**src/rtl/delta_w_gen_pkg.sv**
```systemverilog
// Shared constants, vector type and FSM encoding for the delta_w generator.
package delta_w_gen_pkg;

   localparam int DATA_W  = 16;
   localparam int FRAC_W  = 8;
   localparam int VEC_LEN = 8;

   typedef logic [VEC_LEN-1:0][DATA_W-1:0] arr_t;

   typedef enum logic [1:0] {
      IDLE = 2'd0,
      RUN  = 2'd1,
      DONE = 2'd2
   } state_e;

endpackage

```
**src/rtl/delta_w_gen_scale.sv**
```systemverilog
// Combinational element datapath: y = sat(-((lr*x + half_lsb) >>> FRAC_W)).
module fx_scale_neg #(
   parameter int DATA_W = delta_w_gen_pkg::DATA_W,
   parameter int FRAC_W = delta_w_gen_pkg::FRAC_W
) (
   input  logic signed [DATA_W-1:0] lr,
   input  logic signed [DATA_W-1:0] x,
   output logic        [DATA_W-1:0] y
);

   // One guard bit above the full product keeps rounding and negation overflow-free.
   localparam int PW = 2*DATA_W + 1;
   localparam logic signed [PW-1:0] HALF    = PW'(1) << (FRAC_W-1);
   localparam logic signed [PW-1:0] SAT_MAX = (PW'(1) << (DATA_W-1)) - PW'(1);
   localparam logic signed [PW-1:0] SAT_MIN = -(PW'(1) << (DATA_W-1));

   logic signed [2*DATA_W-1:0] prod;
   logic signed [PW-1:0]       prod_ext;
   logic signed [PW-1:0]       rnd;
   logic signed [PW-1:0]       neg;

   assign prod     = lr * x;
   assign prod_ext = {prod[2*DATA_W-1], prod};
   assign rnd      = (prod_ext + HALF) >>> FRAC_W;
   assign neg      = -rnd;

   always_comb begin
      y = neg[DATA_W-1:0];
      if (neg > SAT_MAX) begin
         y = SAT_MAX[DATA_W-1:0];
      end else if (neg < SAT_MIN) begin
         y = SAT_MIN[DATA_W-1:0];
      end
   end

endmodule

```
**src/rtl/delta_w_gen.sv**
```systemverilog
// Computes delta_w = -lr*grad element by element through one shared multiplier.
module delta_w_gen #(
   parameter int VEC_LEN = delta_w_gen_pkg::VEC_LEN,
   parameter int DATA_W  = delta_w_gen_pkg::DATA_W,
   parameter int FRAC_W  = delta_w_gen_pkg::FRAC_W
) (
   input  logic                             clk,
   input  logic                             rst_n,
   input  logic                             start,
   output logic                             in_ready,
   input  logic [VEC_LEN-1:0][DATA_W-1:0]   grad,
   input  logic [DATA_W-1:0]                lr,
   output logic [VEC_LEN-1:0][DATA_W-1:0]   delta_w,
   output logic                             out_valid,
   input  logic                             out_ready
);
   import delta_w_gen_pkg::*;

   localparam int IDX_W = (VEC_LEN > 1) ? $clog2(VEC_LEN) : 1;
   localparam logic [IDX_W-1:0] IDX_LAST = IDX_W'(VEC_LEN-1);

   state_e                         state_reg, state_next;
   logic [IDX_W-1:0]               idx_reg, idx_next;
   logic [VEC_LEN-1:0][DATA_W-1:0] grad_reg;
   logic [DATA_W-1:0]              lr_reg;
   logic [DATA_W-1:0]              dw_reg [VEC_LEN];
   logic [VEC_LEN-1:0]             wr_en;
   logic [DATA_W-1:0]              elem_res;
   logic                           accept;

   always_comb begin
      state_next = state_reg;
      idx_next   = idx_reg;
      accept     = 1'b0;
      case (state_reg)
         IDLE: begin
            if (start) begin
               accept     = 1'b1;
               idx_next   = '0;
               state_next = RUN;
            end
         end
         RUN: begin
            // Wrap on the last write so idx never leaves 0..VEC_LEN-1.
            if (idx_reg == IDX_LAST) begin
               idx_next   = '0;
               state_next = DONE;
            end else begin
               idx_next = idx_reg + 1'b1;
            end
         end
         DONE: begin
            if (out_ready) begin
               state_next = IDLE;
            end
         end
         default: state_next = IDLE;
      endcase
   end

   always_ff @(posedge clk or negedge rst_n) begin
      if (!rst_n) begin
         state_reg <= IDLE;
         idx_reg   <= '0;
         grad_reg  <= '0;
         lr_reg    <= '0;
      end else begin
         state_reg <= state_next;
         idx_reg   <= idx_next;
         if (accept) begin
            grad_reg <= grad;
            lr_reg   <= lr;
         end
      end
   end

   fx_scale_neg #(
      .DATA_W (DATA_W),
      .FRAC_W (FRAC_W)
   ) u_scale (
      .lr (lr_reg),
      .x  (grad_reg[idx_reg]),
      .y  (elem_res)
   );

   genvar gi;
   generate
      for (gi = 0; gi < VEC_LEN; gi++) begin : g_elem
         assign wr_en[gi]   = (state_reg == RUN) && (idx_reg == IDX_W'(gi));
         assign delta_w[gi] = dw_reg[gi];
      end
   endgenerate

   // Untouched elements keep their old value until their own RUN write.
   always_ff @(posedge clk or negedge rst_n) begin
      if (!rst_n) begin
         for (int i = 0; i < VEC_LEN; i++) begin
            dw_reg[i] <= '0;
         end
      end else begin
         for (int i = 0; i < VEC_LEN; i++) begin
            if (wr_en[i]) begin
               dw_reg[i] <= elem_res;
            end
         end
      end
   end

   assign in_ready  = (state_reg == IDLE);
   assign out_valid = (state_reg == DONE);

endmodule

```
**config.mk**
```make
export PLATFORM = sky130hd
export DESIGN_NAME = delta_w_gen
export DESIGN_NICKNAME = d
export VERILOG_FILES = /design/src/rtl/delta_w_gen_pkg.sv /design/src/rtl/delta_w_gen_scale.sv /design/src/rtl/delta_w_gen.sv
export SDC_FILE = /design/constraint.sdc
export NUM_CORES = 1
export LEC_CHECK = 0
export ABC_CLOCK_PERIOD_IN_PS = 23400
export CAP_MARGIN = 10
export CORE_UTILIZATION = 40
export DETAILED_ROUTE_END_ITERATION = 8
export GPL_ROUTABILITY_DRIVEN = 0
export GPL_TIMING_DRIVEN = 0
export MAX_ROUTING_LAYER = met4
export SYNTH_ARGS = -nofsm -noshare
export SYNTH_HDL_FRONTEND = slang
export SYNTH_HIERARCHICAL = 1
export SYNTH_SLANG_ARGS = --single-unit
```
**constraint.sdc**
```tcl
create_clock -name clk -period 23.4 [get_ports clk]
set_input_delay 5.85 -clock clk [delete_from_list [all_inputs] [get_ports clk]]
set_output_delay 5.85 -clock clk [all_outputs]
set_load 0.05 [all_outputs]
```
-- Yosys cells after proc, flatten, opt, wreduce, memory -nomap -nowiden
Cells that the tools add are included.
- add/sub/neg operators: 3
- $mul: 1
- divide/modulo/power cells: 0
- order comparisons: 3
- equality and inequality tests: 12
- shift-type cells: 0
- mux-type cells: 13
- bitwise operators: 0
- reduce and logical (&&, ||, !) cells: 13
- operators with widths (cell ; count):
    binary-select mux 16 bit (select 3 bit) ; 1
    2-to-1 mux 16 bit ; 3
    adder 32 x 9 -> 33 bit (second input constant) ; 1
    greater-than comparator 33 x 16 -> 1 bit (second input constant) ; 1
    less-than comparator 33 x 16 -> 1 bit (second input constant) ; 1
    negator 25 -> 33 bit ; 1
    multiplier 16 x 16 -> 32 bit ; 1
    equality test 3 bit (second input constant) ; 4
    logical AND 1 bit ; 8
    equality test 3 x 2 -> 1 bit (second input constant) ; 2
    2-to-1 mux 2 bit ; 3
    2-to-1 mux 3 bit ; 2
    case mux 2 bit (3 select lines) ; 1
    case mux 3 bit (2 select lines) ; 1
    less-than comparator 3 x 4 -> 1 bit (second input constant) ; 1
    inequality test 2 x 1 -> 1 bit (second input constant) ; 2
    adder 3 x 1 -> 3 bit (second input constant) ; 1
    equality test 3 x 1 -> 1 bit (second input constant) ; 1
    zero test 3 bit ; 1
    AND reduction 3 bit ; 1
    equality test 2 x 1 -> 1 bit (second input constant) ; 1
    equality test 2 bit (second input constant) ; 1
    zero test 2 bit ; 1
    2-to-1 mux 1 bit ; 2
    other kinds (3) ; 3
- flip-flop bits (word level): 277
- latch bits: 0
- memory bits (writable): 0
- ROM bits: 0
- input bits: 148
- logic and storage cells: 64
- memories kept: 0

-- Depth between registers and ports, before layout
Gate-level depths: netlist of the first run.
- depth after elaboration: 8
- gate-level depth with buffers: 33
- depth with buffers taken out: 29

-- Modules after synthesis
The synthesis of the first run kept the hierarchy.
- by module, submodules not included (module ; times used ; cells each ; area an instance (um^2)):
    delta_w_gen ; 1 ; 668 ; 11553.6
    fx_scale_neg ; 1 ; 1267 ; 11036.8

-- Worst setup path after synthesis of the first run
Ideal clock, no wire load.
- kind: reg2reg
- start: register idx_reg[0]
- end: register dw_reg, in the netlist delta_w[24]
- arrival: 8.664 ns
- required time: 23.333 ns
- slack: 14.669 ns
- stages on the path, launching flop included: 32
- period minus slack after synthesis: 8.731 ns
- path through: dfrtp_1 buf_6 buf_8 mux4_1 mux2_2 buf_1 and2_1 fa_1 inv_1 fa_1 fa_1 inv_1 fa_1 fa_1 inv_1 fa_1 inv_1 ha_1 buf_2 a21oi_1 o21ai_0 or2_2 o22ai_2 o2111ai_4 nor3_4 inv_2 or4_1 a21boi_1 o211ai_1 o41a_1 o31ai_1 mux2_2
- word-level cells in the longest chain between the ends: 8
- elaborated cells between the ends (all ways): 11
- classes of those cells: 2 x add/sub; 1 x mul; 2 x order compare; 1 x eq/ne; 4 x mux; 1 x reduce/logical
- RTL lines (what ; line ; source):
    start, declared ; delta_w_gen.sv:23 ; logic [IDX_W-1:0] idx_reg, idx_next;
    start signal, assigned ; delta_w_gen.sv:69 ; idx_reg <= idx_next;
    binary-select mux 16 bit (select 3 bit) (*) ; delta_w_gen.sv:82 ; .x (grad_reg[idx_reg]),
    2-to-1 mux 16 bit (not written as such) (*) ; delta_w_gen.sv:82 ;
    multiplier 16 x 16 -> 32 bit (*) ; delta_w_gen_scale.sv:22 ; assign prod = lr * x;
    adder 32 x 9 -> 33 bit (*) ; delta_w_gen_scale.sv:24 ; assign rnd = (prod_ext + HALF) >>> FRAC_W;
    negator 25 -> 33 bit (*) ; delta_w_gen_scale.sv:25 ; assign neg = -rnd;
    less-than comparator 33 x 16 -> 1 bit ; delta_w_gen_scale.sv:31 ; end else if (neg < SAT_MIN) begin
    2-to-1 mux 16 bit ; delta_w_gen_scale.sv:31 ;
    2-to-1 mux 16 bit (*) ; delta_w_gen_scale.sv:29 ; if (neg > SAT_MAX) begin
    net elem_res[8] ; delta_w_gen.sv:28 ; logic [DATA_W-1:0] elem_res;
    end signal, assigned by index ; delta_w_gen.sv:103 ; dw_reg[i] <= elem_res;
    end, declared ; delta_w_gen.sv:26 ; logic [DATA_W-1:0] dw_reg [VEC_LEN];
Mark *: on every way through the listed nets, which the timed path passes. The rest lies on a longest branch. The select of a mux whose other input is x is not followed.
A chain may end at the register's enable or synchronous reset.

-- Final worst setup path of the first run
- start: register idx_reg[1]
- end: register dw_reg, in the netlist delta_w[25]
The elaborated chain is that of the path after synthesis.

==> impl_results.md, run 1 <==
- Synth cell count leaders: inv_1, mux2_2, dfrtp_1
- P&R area growth vs syn: 21.0%
- CP arrival: 11.48 ns
- #FFs+latches synth: 277
- Critical path capture point type: flop
- Min-Delay Path Class: reg -> reg
- Largest net degree at the start of global routing: 125
- Hold buffer count at cts: 0
- Port Buf Inserts: 277
- Final Hold Fails: 0
- Crit Path Category: reg -> reg
- Initial DRT Pass Iterations: 5
- Total die area: 57400 µm²
- RSZ-0062 raised after global routing: no
- GRT Overall Usage: 0.225
- Core ar.: 55400 µm²
- CTS max path bufs: 3
- First-pass GRT wire length: 95800 µm
- Number of global-route vias before repair: 16970
- Routed len/inst: 20.1 µm
- Post-route ant nets: 0
- Vias per inst: 5.13
- CTS buffer count: 29
- Main synth FF type: dfrtp_1
- CP required: 23.88 ns
- Post-route clock skew: 0.0364 ns
- Final Max Slew Viols: 0
- Ys async rst share: 1.00
- Share of layout cells above drive strength 1: 0.182
- GRT overflow: 0
- Most used cell, CP: fa_1
- Top cell type's share of synthesized area: 0.307
- Crit path launch type: flop
- Vias: 15502
- Die height: 240 µm
- Initial antenna violation count: 4
- Yosys top cell by area: dfrtp_1
- Synth area leaders: dfrtp_1, fa_1, mux2_2
- Number of I/O pins: 278
- Nets: 2749
- Slew of the pin with the lowest slew margin: 1.10 ns
- Total Neg Setup Slack: 0 ns
- CTS tree: done
- CTS clk-pin slew, worst paths: 0.06 ns
- Sequential share of the synthesized area: 0.307
- Fmax: 90.9 MHz
- Post-Syn Instances: 1935
- Status: finished clean
- CP peak stage delay: 0.82 ns
- Final setup violating endpoints: 0
- WL final: 60600 µm
- Starting DRT DRC Count: 906
- Max FO, Critical Path: 10
- Post-CTS sizing: 0
- DR DRC count: 0
- Die W: 240 µm
- Yosys warns: 6
- Worst-Skew Late Latency: 0.57 ns
- Post-synth cell types: 86
- Setup Fix Bufs, Post-CTS: 0
- Syn_area_per_cell: 11.7 µm²
- Fillers: 5020
- Max-Cap Viols: 0
- Clk root buf: clkbuf_16
- Post-layout min period: 11.00 ns
- Final HPWL DP: 48400 µm
- Crit-path slowest cell: o21ai_1
- Cell Rows: 86
- R2r setup slk: 12.40 ns
- Starting Density: 0.408
- Clock sink count: 277
- Fin crit share: 0.470
- Post-synth EDFFs: 0
- Slew HR: 0.258
- Post-Syn Area: 22600 µm²
- Syn_nets: 2436
- Htree depth: 1
## final timing paths
| check | from | to | depth (start not counted) |
|---|---|---|---|
| max in group asynchronous | rst_n | delta_w[54] | 3 |
| max | idx_reg[1] | delta_w[25] | 29 |
| max reg2reg | idx_reg[1] | delta_w[25] | 29 |
| min reg2reg | grad_reg[1] | grad_reg[1] | 1 |
| min | grad_reg[1] | grad_reg[1] | 1 |
| min in group asynchronous | rst_n | grad_reg[122] | 1 |
## worst max-delay path: cells and delay by family, from the launching register on
| kind | cells | cell delay (ns) |
|---|---|---|
| adders and majority gates | 7 | 3.48 |
| AOI/OAI and AO/OA | 8 | 2.78 |
| buffers and inverters | 7 | 1.94 |
| and+or+nand+nor | 3 | 1.15 |
| muxes | 3 | 0.91 |
| DFF | 1 | 0.38 |
| xor gates and xnor gates | 1 | 0.24 |
## per-layer routing
metal | GRT usage | share of wire
met3 | 0.0257 | 0.050
met2 | 0.388 | 0.51
met4 | 0.0526 | 0.021
met5 | - | 0
met1 | 0.283 | 0.42
## area by class of cell
class | count | area [µm²] | share of cell area
Inverter | 290 | 1090 | 0.0398
Buffer | 88 | 478 | 0.0175
Antenna cell | 3 | 7.51 | 0.000275
Clock inverter | 10 | 91.3 | 0.00334
Tap cell | 748 | 936 | 0.0342
Sequential cell | 277 | 6930 | 0.254
Clock buffer | 43 | 858 | 0.0314
Timing Repair Buffer | 282 | 2850 | 0.104
Multi-Input combinational cell | 1280 | 14100 | 0.516
## stage by stage
step | utilization | hold WS [ns] | instances | cell area, µm² | setup WS [ns]
after floorplan | - | 0.472 | 1935 | 22600 | 14.67
after global placement | 0.475 | 0.481 | 2960 | 26300 | 4.66
after detailed placement | 0.476 | 0.488 | 2964 | 26400 | 12.50
after CTS | 0.493 | 0.502 | 3017 | 27300 | 12.43
after global routing | 0.493 | 0.503 | 3020 | 27300 | 11.89
final | 0.493 | 0.498 | 3021 | 27300 | 12.40
## cell families after synthesis
logic type	Yosys count	share of synthesized area
and+or+nand+nor	407	0.0940
buffers and inverters	378	0.0693
adders and majority gates	353	0.284
muxes	323	0.182
DFF	277	0.307
AOI/OAI and AO/OA	154	0.0472
xor gates and xnor gates	43	0.0167
## placed cells by master, fill, tap and decap left out, types with 8 or more instances in the layout
cell type and n:
a21oi_1 31, o21ai_0 29, clkbuf_1 48, nor2_1 38, nand3_1 8, xnor2_1 31
nand4_1 8, mux4_1 29, buf_2 25, clkbuf_16 29, clkbuf_8 8, inv_1 288
clkdlybuf4s50_1 276, nand2_1 163, and2_1 117, buf_4 14, dfrtp_1 277, o21ai_1 18
xor2_1 12, nand2b_1 9, fa_1 267, mux2_2 288, ha_1 86, nor3_1 16
Power of run 1 is left out: the tool's default activity adds up to more than one toggle a clock period on the data nets, which glitch-free logic cannot reach.
==> inputs of run 2 (changes only) <==
--- a/config.mk
+++ b/config.mk
@@ -5,7 +5,7 @@
 export SDC_FILE = /design/constraint.sdc
 export NUM_CORES = 1
 export LEC_CHECK = 0
-export ABC_CLOCK_PERIOD_IN_PS = 23400
+export ABC_CLOCK_PERIOD_IN_PS = 9900
 export CAP_MARGIN = 10
 export CORE_UTILIZATION = 40
 export DETAILED_ROUTE_END_ITERATION = 8
==> constraint.sdc (replaced) <==
create_clock -name clk -period 9.9 [get_ports clk]
set_input_delay 2.475 -clock clk [delete_from_list [all_inputs] [get_ports clk]]
set_output_delay 2.475 -clock clk [all_outputs]
set_load 0.05 [all_outputs]
==> impl_results.md, run 2 (same netlist as run 1, synthesis figures left out) <==
- Fillers: 4989 (-0.62%)
- Die W: 240 µm (unchanged)
- Post-route clock skew: 0.0360 ns (-0.000377 ns)
- Port Buf Inserts: 277 (unchanged)
- Clk root buf: clkbuf_16
- R2R cell count: 32 (+10%)
- CP required: 10.38 ns (-13.50 ns)
- Commonest non-fill, non-tap cell in the layout: inv_1
- Final Max Slew Viols: 0 (unchanged)
- Core ar.: 55400 µm² (unchanged)
- Final Hold Fails: 0 (unchanged)
- CTS max path bufs: 3 (unchanged)
- Largest net degree at the start of global routing: 125 (unchanged)
- GRT Overall Usage: 0.226 (+0.00114)
- Total die area: 57400 µm² (unchanged)
- Nets: 2767 (+0.65%)
- CP arrival: 10.08 ns (-1.40 ns)
- R2r setup slk: 0.30 ns (-12.10 ns)
- Max FO, Critical Path: 10 (unchanged)
- Htree depth: 1 (unchanged)
- Most used cell, CP: fa_1
- Cell Rows: 86 (unchanged)
- Worst setup path startpoint: idx_reg[0]
- Post-route ant nets: 0 (unchanged)
- Slew HR: 0.493 (+0.235)
- Vias per inst: 5.10 (-0.57%)
- Starting DRT DRC Count: 859 (-5.2%)
- Vias: 15505 (+0.019%)
- Number of global-route vias before repair: 17066 (+0.57%)
- CP Capture Point: delta_w[123]
- Worst R2R End: delta_w[123]
- Final HPWL DP: 48400 µm (unchanged)
- Min-Delay Path Class: reg -> reg
- PnR worst setup slack: 0.296 ns (-12.10 ns)
- Fin Hold WS: 0.499 ns (+0.00136 ns)
- WL final: 61200 µm (+0.88%)
- Layout Utilization: 0.503 (+0.00991)
- Final setup violating endpoints: 0 (unchanged)
- Area of placed instances: 26400 µm² (unchanged)
- First-pass GRT wire length: 96400 µm (+0.56%)
- DP Worst Slack: -1.00 ns (-13.50 ns)
- Critical path capture point type: flop
- Starting Density: 0.408 (unchanged)
- Worst-Skew Late Latency: 0.57 ns (about the same)
- Crit Path Category: reg -> reg
- GRT overflow: 0 (unchanged)
- CTS buffer count: 29 (unchanged)
- Status: finished clean
- Crit-path slowest cell: mux4_1
- CTS clk-pin slew, worst paths: 0.06 ns (about the same)
- Post-Layout Inst Area: 27900 µm² (+2.0%)
- Clock sink count: 277 (unchanged)
- DR DRC count: 0 (unchanged)
- P&R area growth vs syn: 23.4%
- Post-layout min period: 9.60 ns (-1.40 ns)
- R2R Path Start: idx_reg[0]
- CTS tree: done
- Initial antenna violation count: 4 (unchanged)
- Max-Cap Viols: 0 (unchanged)
- Die height: 240 µm (unchanged)
- Share of layout cells above drive strength 1: 0.212 (+0.0292)
- Routed len/inst: 20.1 µm (+0.28%)
- Most frequent cells in the layout: inv_1, mux2_2, dfrtp_1
- Slew of the pin with the lowest slew margin: 0.761 ns (-0.341 ns)
- Initial DRT Pass Iterations: 6 (+1)
- Crit path launch type: flop
- Fmax: 104 MHz (+15%)
- Number of I/O pins: 278 (unchanged)
- Fin crit share: 0.970 (+0.500)
- CP peak stage delay: 0.62 ns (-0.20 ns)
[run 2: cell types whose count changed in the layout (fill, tap and decap cells not counted), moves of 5 or more]
cell	change
clkbuf_4	+5
o21ai_4	+12
clkbuf_2	+5
buf_4	+20
clkbuf_1	-16
o21ai_0	-8
o21ai_1	-7
[run 2: metrics by stage]
step                      cells   TNS, ns
after global routing       3038    -0.261
final                      3039         0
after CTS                  3024         0
after detailed placement   2964    -84.15
after global placement     2960  -1589.99
after floorplan            1935         0
[run 2: worst min path at each step]
| stage | depth (start not counted) | start | slack, ns | to |
|---|---|---|---|---|
| floorplan | 1 | grad_reg[80] | 0.47 | grad_reg[80] |
| global placement | 1 | grad_reg[43] | 0.48 | grad_reg[43] |
| detailed placement | 1 | grad_reg[86] | 0.49 | grad_reg[86] |
| CTS | 1 | grad_reg[86] | 0.50 | grad_reg[86] |
| global route | 1 | grad_reg[86] | 0.50 | grad_reg[86] |
| finish | 1 | grad_reg[88] | 0.50 | grad_reg[88] |
[run 2: area by class of cell]
cell class | count | area (µm²) | share of cell area
antenna | 3 | 7.51 | 0.000269
inverter | 290 | 1090 | 0.0392
multi-input combinational | 1280 | 14400 | 0.516
clock inverter | 10 | 91.3 | 0.00328
buffer | 83 | 497 | 0.0178
clock buffer | 43 | 858 | 0.0308
tap | 748 | 936 | 0.0336
sequential | 277 | 6930 | 0.249
timing repair buffer | 305 | 3080 | 0.110
[run 2: timing repair]
action	CTS	global route
resized for setup	39	56
endpoints found under the hold margin	0	0
setup buffers	8	16
hold buffers	0	0
pin swaps	5	17
setup endpoints to repair	120	120
[run 2: routing by layer]
metal	global-route usage	wire, µm
met3	0.0277	2590
met4	0.0524	1300
met1	0.282	25700
met2	0.392	31600
met5	-	0
[run 2: critical path, delay by kind of cell (launching register included)]
family | cells | cell delay [ns]
XOR/XNOR | 1 | 0.22
adder cells (fa/ha/maj) | 7 | 3.31
multiplexers | 3 | 1.20
AO/OA/AOI/OAI | 6 | 1.70
buffers and inverters | 9 | 1.26
AND/OR/NAND/NOR | 6 | 1.40
flip-flops | 1 | 0.39
Power of run 2 is left out for the same reason.
==> inputs of run 3 (changes only) <==
--- a/config.mk
+++ b/config.mk
@@ -14,5 +14,4 @@
 export MAX_ROUTING_LAYER = met4
 export SYNTH_ARGS = -nofsm -noshare
 export SYNTH_HDL_FRONTEND = slang
-export SYNTH_HIERARCHICAL = 1
 export SYNTH_SLANG_ARGS = --single-unit
==> impl_results.md, run 3 <==
- Die W: 244 µm (+1.9%)
- DR DRC count: 0 (unchanged)
- CP Capture Point: delta_w[12]
- CTS clk-pin slew, worst paths: 0.06 ns (about the same)
- First-pass GRT wire length: 119000 µm (+24%)
- Crit Path Category: reg -> reg
- Most frequent cells in the layout: nand2_1, inv_1, dfrtp_1, clkdlybuf4s50_1, fa_1
- Max FO, Critical Path: 10 (unchanged)
- Status: finished clean
- Fmax: 104 MHz (-0.41%)
- R2r setup slk: 0.26 ns (-0.04 ns)
- Total Neg Setup Slack: 0 ns (unchanged)
- Final setup violating endpoints: 0 (unchanged)
- Fin crit share: 0.974 (+0.00400)
- R2R cell count: 31 (-3.1%)
- Initial DRT Pass Iterations: 5 (-1)
- Worst-Skew Late Latency: 0.60 ns (+0.03 ns)
- Starting Density: 0.406 (-0.00175)
- Worst R2R End: delta_w[12]
- Syn_nets: 3062 (+26%)
- CP arrival: 10.07 ns (about the same)
- Slew of the pin with the lowest slew margin: 1.35 ns (+0.590 ns)
- Synth area leaders: dfrtp_1, fa_1, nand2_1
- Htree depth: 1 (unchanged)
- Critical path capture point type: flop
- #FFs+latches synth: 277 (unchanged)
- Share of layout cells above drive strength 1: 0.0919 (-0.120)
- Post-synth EDFFs: 0 (unchanged)
- Crit-path slowest cell: fa_1
- Vias per inst: 5.45 (+6.8%)
- Fin Hold WS: 0.472 ns (-0.0270 ns)
- CTS buffer count: 31 (+6.9%)
- Final Hold Fails: 0 (unchanged)
- Clk root buf: clkbuf_16
- Largest net degree at the start of global routing: 119 (-4.8%)
- Post-layout min period: 9.64 ns (+0.0396 ns)
- Synth cell count leaders: nand2_1, inv_1, dfrtp_1
- Sequential share of the synthesized area: 0.295 (-0.0114)
- Ys async rst share: 1.00 (unchanged)
- Worst setup path startpoint: idx_reg[0]
- CTS max path bufs: 3 (unchanged)
- CTS tree: done
- Main synth FF type: dfrtp_1
- Post-synth cell types: 83 (-3.5%)
- Initial antenna violation count: 5 (+1)
- Min-Delay Path Class: reg -> reg
- Max-Cap Viols: 0 (unchanged)
- Top cell type's share of synthesized area: 0.295 (-0.0114)
- Yosys top cell by area: dfrtp_1
- Post-route clock skew: 0.0153 ns (-0.0207 ns)
- Core ar.: 57800 µm² (+4.3%)
- GRT overflow: 0 (unchanged)
- Commonest non-fill, non-tap cell in the layout: nand2_1
- Nets: 3393 (+23%)
- Routed len/inst: 20.7 µm (+3.1%)
- Vias: 20074 (+29%)
- CP peak stage delay: 0.61 ns (about the same)
- Post-route ant nets: 0 (unchanged)
- CP required: 10.33 ns (-0.05 ns)
- Most frequent cell after synthesis: nand2_1
- Number of I/O pins: 278 (unchanged)
- Clock sink count: 277 (unchanged)
- P&R area growth vs syn: 24.8%
- Final Max Slew Viols: 0 (unchanged)
- Area of placed instances: 27300 µm² (+3.5%)
- Hold buffer count at cts: 0 (unchanged)
- Post-Layout Inst Area: 29300 µm² (+5.0%)
- GRT Overall Usage: 0.267 (+0.0406)
- Syn_area_per_cell: 9.16 µm² (-22%)
- Port Buf Inserts: 277 (unchanged)
- Post-Syn Instances: 2561 (+32%)
- Crit path launch type: flop
- Post-Syn Area: 23500 µm² (+3.9%)
- Cell Rows: 88 (+2.3%)
- Yosys warns: 0 (-6)
- DP Worst Slack: -2.85 ns (-1.85 ns)
- WL final: 76400 µm (+25%)
- R2R Path Start: idx_reg[0]
- Number of global-route vias before repair: 20976 (+23%)
- Die height: 244 µm (+1.9%)
- Slew HR: 0.0966 (-0.396)
- Total die area: 59600 µm² (+3.8%)
- PnR worst setup slack: 0.257 ns (-0.0396 ns)
- Most used cell, CP: fa_1
- Final HPWL DP: 60300 µm (+25%)
- Starting DRT DRC Count: 1561 (+82%)
-- run 3: per-layer routing --
| metal | part of all wire | wire, µm | global-route usage |
|---|---|---|---|
| met5 | 0 | 0 | - |
| met4 | 0.030 | 2310 | 0.0756 |
| met3 | 0.075 | 5730 | 0.0482 |
| met2 | 0.48 | 36700 | 0.428 |
| met1 | 0.41 | 31700 | 0.346 |
-- run 3: cells by family after synthesis --
| kind of cell | Yosys count | share of synthesized area |
|---|---|---|
| XOR/XNOR | 32 | 0.0123 |
| buffers and inverters | 434 | 0.0717 |
| flip-flops | 277 | 0.295 |
| multiplexers | 43 | 0.0346 |
| AND/OR/NAND/NOR | 1065 | 0.200 |
| adder cells (fa/ha/maj) | 353 | 0.274 |
| AO/OA/AOI/OAI | 357 | 0.113 |
-- run 3: cell type report --
type                    instances  area (µm²)
clock inverters                10         124
multi-input cells            1850       15500
diodes                          3        7.51
clock buffers                  48         900
fillers                      5423       28500
flip-flops and latches        277        6930
repair buffers                307        3080
well taps                     765         957
plain buffers                 128         671
inverters                     297        1120
-- run 3: how the worst min path moves through the flow --
stage	from	to	slack, ns	cells past startpoint
after floorplan	grad_reg[97]	grad_reg[97]	0.44	2
after global placement	grad_reg[84]	grad_reg[84]	0.45	2
after detailed placement	grad_reg[34]	grad_reg[34]	0.46	2
after CTS	grad_reg[34]	grad_reg[34]	0.47	2
after global routing	grad_reg[50]	grad_reg[50]	0.49	2
final	grad_reg[31]	grad_reg[31]	0.47	2
-- run 3: what timing repair did --
item                                    in CTS  in global routing
endpoints found under the setup margin     128                120
setup buffers                               12                 11
cloned                                       0                  0
pin swaps                                    8                  9
gates resized for setup                    106                108
-- run 3: per-stage QoR --
step	std cells	util
3_3_place_gp	3603	0.470
5_1_grt	3685	0.506
6_report	3685	0.506
3_5_place_dp	3608	0.472
2_1_floorplan	2561	-
4_1_cts	3673	0.497
-- run 3: critical path, delay by kind of cell, from the launching register on --
family | cells | cell delay, ns
muxes | 2 | 0.86
adders and majority gates | 7 | 3.53
AOI/OAI and AO/OA | 8 | 1.77
and+or+nand+nor | 5 | 1.70
DFF | 1 | 0.38
buffers and inverters | 9 | 1.20
Power of run 3 is left out for the same reason.
